===== src/rtl/ddr3_read_ring_buffer_if.sv =====
// ddr3_read_ring_buffer_if: capture-side and drain-side signals of the DDR3 read ring buffer
interface ddr3_read_ring_buffer_if #(parameter int DATA_W = 16, parameter int DEPTH = 16);
   logic                    listen;
   logic                    bc4;
   logic                    dqs_valid;
   logic [DATA_W-1:0]       din_rise;
   logic [DATA_W-1:0]       din_fall;
   logic                    rd_en;
   logic [DATA_W-1:0]       dout;
   logic                    dout_valid;
   logic                    empty;
   logic                    full;
   logic [$clog2(DEPTH):0]  level;
   logic                    burst_done;
   logic                    timeout_err;
   logic                    overflow;
   modport master (output listen, bc4, dqs_valid, din_rise, din_fall, rd_en,
                   input  dout, dout_valid, empty, full, level, burst_done, timeout_err, overflow);
   modport slave  (input  listen, bc4, dqs_valid, din_rise, din_fall, rd_en,
                   output dout, dout_valid, empty, full, level, burst_done, timeout_err, overflow);
endinterface


===== src/rtl/ddr3_read_ring_buffer.sv =====
// ddr3_read_ring_buffer: captures BL8/BC4 read bursts as rise/fall pairs into a circular store drained in order
module ddr3_read_ring_buffer #(
   parameter int DATA_W  = 16,
   parameter int DEPTH   = 16,
   parameter int TIMEOUT = 15
) (
   input logic                      clock,
   input logic                      reset,
   ddr3_read_ring_buffer_if.slave   bus
);
   localparam int AW = $clog2(DEPTH);
   localparam int TW = $clog2(TIMEOUT + 1);
   typedef enum logic [1:0] {IDLE, ARMED, CAPTURE} state_t;
   state_t            state;
   logic [2:0]        beats_left;
   logic [TW-1:0]     tmo;
   logic [AW-1:0]     wr_ptr, rd_ptr;
   logic [DATA_W-1:0] mem [DEPTH];
   logic              pop, take, wr;
   logic [AW+1:0]     space;
   logic [AW:0]       nxt_level;
   // space check counts this cycle's pop so a pair can land in the slot being freed
   always_comb begin
      pop       = bus.rd_en & ~bus.empty;
      take      = bus.dqs_valid & (state != IDLE | bus.listen);
      space     = (AW+2)'(DEPTH) - {1'b0, bus.level} + {{(AW+1){1'b0}}, pop};
      wr        = take & (space >= (AW+2)'(2));
      nxt_level = bus.level + (wr ? (AW+1)'(2) : '0) - {{AW{1'b0}}, pop};
   end
   // storage has no reset; a read in the same cycle sees the old contents
   always_ff @(posedge clock) begin
      if (wr) begin
         mem[wr_ptr]           <= bus.din_rise;
         mem[AW'(wr_ptr + 1'b1)] <= bus.din_fall;
      end
   end
   // pointers, occupancy, read data and sticky overflow
   always_ff @(posedge clock or posedge reset) begin
      if (reset) begin
         wr_ptr         <= '0;
         rd_ptr         <= '0;
         bus.level      <= '0;
         bus.empty      <= 1'b1;
         bus.full       <= 1'b0;
         bus.dout       <= '0;
         bus.dout_valid <= 1'b0;
         bus.overflow   <= 1'b0;
      end else begin
         bus.dout_valid <= pop;
         if (pop) begin
            bus.dout <= mem[rd_ptr];
            rd_ptr   <= rd_ptr + 1'b1;
         end
         if (wr) wr_ptr <= wr_ptr + AW'(2);
         if (take & ~wr) bus.overflow <= 1'b1;
         bus.level <= nxt_level;
         bus.empty <= nxt_level == '0;
         bus.full  <= nxt_level == (AW+1)'(DEPTH);
      end
   end
   // burst tracking: arm on listen, count pairs down, abort on strobe timeout
   always_ff @(posedge clock or posedge reset) begin
      if (reset) begin
         state           <= IDLE;
         beats_left      <= '0;
         tmo             <= '0;
         bus.burst_done  <= 1'b0;
         bus.timeout_err <= 1'b0;
      end else begin
         bus.burst_done  <= 1'b0;
         bus.timeout_err <= 1'b0;
         if (state == IDLE) begin
            if (bus.listen) begin
               tmo        <= '0;
               beats_left <= (bus.bc4 ? 3'd2 : 3'd4) - {2'b0, bus.dqs_valid};
               state      <= bus.dqs_valid ? CAPTURE : ARMED;
            end
         end else if (bus.dqs_valid) begin
            tmo            <= '0;
            beats_left     <= beats_left - 3'd1;
            bus.burst_done <= beats_left == 3'd1;
            state          <= beats_left == 3'd1 ? IDLE : CAPTURE;
         end else if (tmo == TW'(TIMEOUT - 1)) begin
            bus.timeout_err <= 1'b1;
            state           <= IDLE;
         end else begin
            tmo <= tmo + 1'b1;
         end
      end
   end
endmodule


===== src/flat_wrapper.sv =====
// flat-port wrapper written by rule: the top's interface ports become plain ports
module ddr3_read_ring_buffer_flat 
#(
   parameter int DATA_W  = 16,
   parameter int DEPTH   = 16,
   parameter int TIMEOUT = 15
)
  (clock, reset, bus_listen, bus_bc4, bus_dqs_valid, bus_din_rise, bus_din_fall, bus_rd_en, bus_dout, bus_dout_valid, bus_empty, bus_full, bus_level, bus_burst_done, bus_timeout_err, bus_overflow);
  ddr3_read_ring_buffer_if #(.DATA_W(DATA_W), .DEPTH(DEPTH)) bus_i ();
  input logic clock;
  input logic reset;
  input wire logic [$bits(bus_i.listen)-1:0] bus_listen;
  input wire logic [$bits(bus_i.bc4)-1:0] bus_bc4;
  input wire logic [$bits(bus_i.dqs_valid)-1:0] bus_dqs_valid;
  input wire logic [$bits(bus_i.din_rise)-1:0] bus_din_rise;
  input wire logic [$bits(bus_i.din_fall)-1:0] bus_din_fall;
  input wire logic [$bits(bus_i.rd_en)-1:0] bus_rd_en;
  output wire logic [$bits(bus_i.dout)-1:0] bus_dout;
  output wire logic [$bits(bus_i.dout_valid)-1:0] bus_dout_valid;
  output wire logic [$bits(bus_i.empty)-1:0] bus_empty;
  output wire logic [$bits(bus_i.full)-1:0] bus_full;
  output wire logic [$bits(bus_i.level)-1:0] bus_level;
  output wire logic [$bits(bus_i.burst_done)-1:0] bus_burst_done;
  output wire logic [$bits(bus_i.timeout_err)-1:0] bus_timeout_err;
  output wire logic [$bits(bus_i.overflow)-1:0] bus_overflow;
  assign bus_i.listen = bus_listen;
  assign bus_i.bc4 = bus_bc4;
  assign bus_i.dqs_valid = bus_dqs_valid;
  assign bus_i.din_rise = bus_din_rise;
  assign bus_i.din_fall = bus_din_fall;
  assign bus_i.rd_en = bus_rd_en;
  assign bus_dout = bus_i.dout;
  assign bus_dout_valid = bus_i.dout_valid;
  assign bus_empty = bus_i.empty;
  assign bus_full = bus_i.full;
  assign bus_level = bus_i.level;
  assign bus_burst_done = bus_i.burst_done;
  assign bus_timeout_err = bus_i.timeout_err;
  assign bus_overflow = bus_i.overflow;
  ddr3_read_ring_buffer #(.DATA_W(DATA_W), .DEPTH(DEPTH), .TIMEOUT(TIMEOUT)) u_core (.clock(clock), .reset(reset), .bus(bus_i));
endmodule

===== config.mk =====
export PLATFORM = sky130hd
export DESIGN_NAME = ddr3_read_ring_buffer_flat
export DESIGN_NICKNAME = d
export VERILOG_FILES = /design/src/rtl/ddr3_read_ring_buffer_if.sv /design/src/rtl/ddr3_read_ring_buffer.sv /design/src/flat_wrapper.sv
export SDC_FILE = /design/constraint.sdc
export NUM_CORES = 1
export LEC_CHECK = 0
export ABC_CLOCK_PERIOD_IN_PS = 6700
export CORE_AREA = 2 2 136 205
export CTS_CLUSTER_SIZE = 14
export DETAILED_ROUTE_END_ITERATION = 10
export DIE_AREA = 0 0 138 207
export GPL_TIMING_DRIVEN = 0
export PLACE_DENSITY = 0.67
export SYNTH_ARGS = -nofsm -noshare
export SYNTH_HDL_FRONTEND = slang
export SYNTH_SLANG_ARGS = --single-unit

===== constraint.sdc =====
create_clock -name clock -period 6.7 [get_ports clock]
set_clock_uncertainty 0.05 [all_clocks]
set_input_delay 2.01 -clock clock [delete_from_list [all_inputs] [get_ports clock]]
set_output_delay 2.01 -clock clock [all_outputs]
set_load 0.01 [all_outputs]

==> run summary <==
Status: finished clean
PwrDens: 435 mW/mm²
H-tree Lvls: 1
Cts repair resizes: 0
CTS root buf: clkbuf_16
Area of the mapped netlist: 0.0119 mm²
Hold buffers post-CTS: 0
Hold/Removal Path Class: flop to flop
Leak Pwr: 5.03 nW
Die Height: 207 µm
Max Root-Sink Buffers: 3
Clock latency at the later pin of the worst-skew pair: 540 ps
Synth warn: 0
Seq cells post-synth: 299
Unique masters post-synth: 48
Slew of the pin with the lowest slew margin: 933 ps
Final Hold Fails: 0
DRT Wirelength: 25,600 µm
Total power: 6.17 mW
Top_reg_cell synth: edfxtp_1
GR Overflow Total: 0
Initial antenna violation count: 1
Critical path class: input pin to flop
Ant. Diodes: 0
Final setup violation count: 0
Highest clock rate: 0.158 GHz
Number of synthesized flops with an enable pin: 256
Die width: 138 µm
Post-CTS Setup Repair Bufs: 0
Post-Place Worst Slack: -200 ps
CTS buffer count: 28
Max VDD drop: 0.241 mV
CTS tree: done
WL per Instance: 22.0 µm
Asr flop ratio synth: 14.4%
DRC viols: 0
Hold_ws: 406 ps
Clock transition at path regs: 60 ps
Initial Util: 44.3%
Syn nets: 727
Number of routed nets with antenna violations: 0
Setup TNS: 0 ps
P&R area growth vs syn: 19.3%
Critical Path AT: 6760 ps
DRT iter0 DRCs: 435
Tmin final: 6340 ps
All-Layer GR Usage: 17.9%
Drt pass-1 iters: 5
Vias: 6,390
Setup crit end kind: flop
FP Rows: 74
Avg Synthesized Cell Area: 17.7 µm²
Post-route clock period utilization: 94.6%
Vias in the first global route: 6,731
GP Congestion: 0.776
Layout Nets: 853
Worst Setup Start Kind: input pin
Post-DP HPWL: 17,400 µm
Share of layout cells above drive strength 1: 17.1%
Seq/Total Area, Yosys: 73.7%
Slew margin rel.: 37.8%
Ports: 65
Req. time, crit path: 7130 ps
First-pass GRT wire length: 39,300 µm
Port Buffers: 63
Setup ws final: 362 ps
Post-Synthesis Cells: 672
CP max FO: 10
Commonest non-fill, non-tap cells in the layout: edfxtp_1 (256), mux2i_1 (69), clkdlybuf4s50_1 (63)
Largest net degree at the start of global routing: 33
Final slew viol count: 0
TritonCTS sink count: 299
Via density: 5.50
Core Box Area: 0.0269 mm²
Die Area: 0.0286 mm²
Commonest non-fill, non-tap cell in the layout: edfxtp_1
Unrepaired setup endpoints after global routing: false
Max cap viols: 0
## layout make-up
cell class	count	area, µm²
plain buffers	33	201
clock buffers	39	783
clock inverters	13	90.1
fillers	2130	12700
inverters	19	71.3
multi-input cells	321	2910
flip-flops and latches	299	8760
well taps	342	428
repair buffers	96	947
## cell families (layout without fill, tap and decap cells)
logic type / count (synthesis) / in the layout / share of synthesized area [%]
adder cells (fa/ha/maj): 17 / 17 / 1.85
multiplexers: 110 / 110 / 12.7
flip-flops: 299 / 299 / 73.7
AO/OA/AOI/OAI: 69 / 69 / 4.09
XOR/XNOR: 8 / 8 / 0.589
buffers and inverters: 52 / 200 / 2.29
AND/OR/NAND/NOR: 117 / 117 / 4.76
## through the flow
stage	std cells	area (µm²)	utilization, %
2_1_floorplan	672	11900	-
3_3_place_gp	1077	13000	48.3
3_5_place_dp	1110	13300	49.6
4_1_cts	1162	14200	52.9
5_1_grt	1162	14200	52.9
6_report	1162	14200	52.9
## routing by layer
metal	global-route usage [%]	wire length (µm)
met1	21.1	9750
met2	32.8	13700
met3	3.03	1270
met4	6.62	845
met5	0	13
## power breakdown
part | total [mW] | internal [mW] | switching (mW)
combinational | 2.04 | 0.919 | 1.12
clock | 1.50 | 0.852 | 0.649
sequential | 2.63 | 2.46 | 0.165
total | 6.17 | 4.23 | 1.94
## flip-flops by register name (all words and copies together) (netlist names)
register                cells
u_core.mem                256
u_core.bus.dout            16
u_core.bus.level            5
u_core.rd_ptr               4
u_core.tmo                  4
u_core.beats_left           3
u_core.wr_ptr               3
u_core.state                2
u_core.bus.burst_done       1
u_core.bus.dout_valid       1
u_core.bus.empty            1
u_core.bus.full             1
u_core.bus.overflow         1
u_core.bus.timeout_err      1
## worst paths after layout
kind	cells after the start	end	slack, ps	from
worst max register to register	16	u_core.bus.full	1680	u_core.bus.empty
max in group asynchronous	3	u_core.bus.empty	4330	reset
worst max-delay path	17	u_core.bus.full	360	bus_rd_en
min in group asynchronous	2	u_core.bus.timeout_err	1690	reset
worst min-delay path	1	u_core.bus.overflow	410	u_core.bus.overflow
worst min register to register	1	u_core.bus.overflow	410	u_core.bus.overflow
## cell usage after synthesis (all sizes together) (5+ instances only)
cell type | instances | area (µm²)
a22oi | 28 | 210
nand2 | 40 | 150
dfrtp | 42 | 1050
mux4 | 30 | 702
nand3 | 32 | 160
edfxtp | 256 | 7690
o21ai | 6 | 30.0
clkbuf | 7 | 26.3
mux2 | 11 | 124
a21oi | 15 | 75.1
nor2 | 12 | 45.0
mux2i | 69 | 691
ha | 16 | 200
inv | 19 | 71.3
nor3 | 7 | 35.0
nand2b | 8 | 50.1
buf | 26 | 175
xnor2 | 7 | 61.3
nand4 | 5 | 31.3
o221a | 5 | 56.3
## critical path: stages
cell and delay (ps):
clkdlybuf4s50_1 440, nand2b_1 80, clkbuf_1 340, clkbuf_1 660
ha_1 360, inv_1 60, ha_1 290, nor4bb_1 490
a211oi_1 150, a31oi_1 240, buf_4 250, ha_1 250
inv_1 70, ha_1 180, fa_1 440, nor3_1 230
and3_1 190
Note: power is estimated with default switching activity, not from simulation.
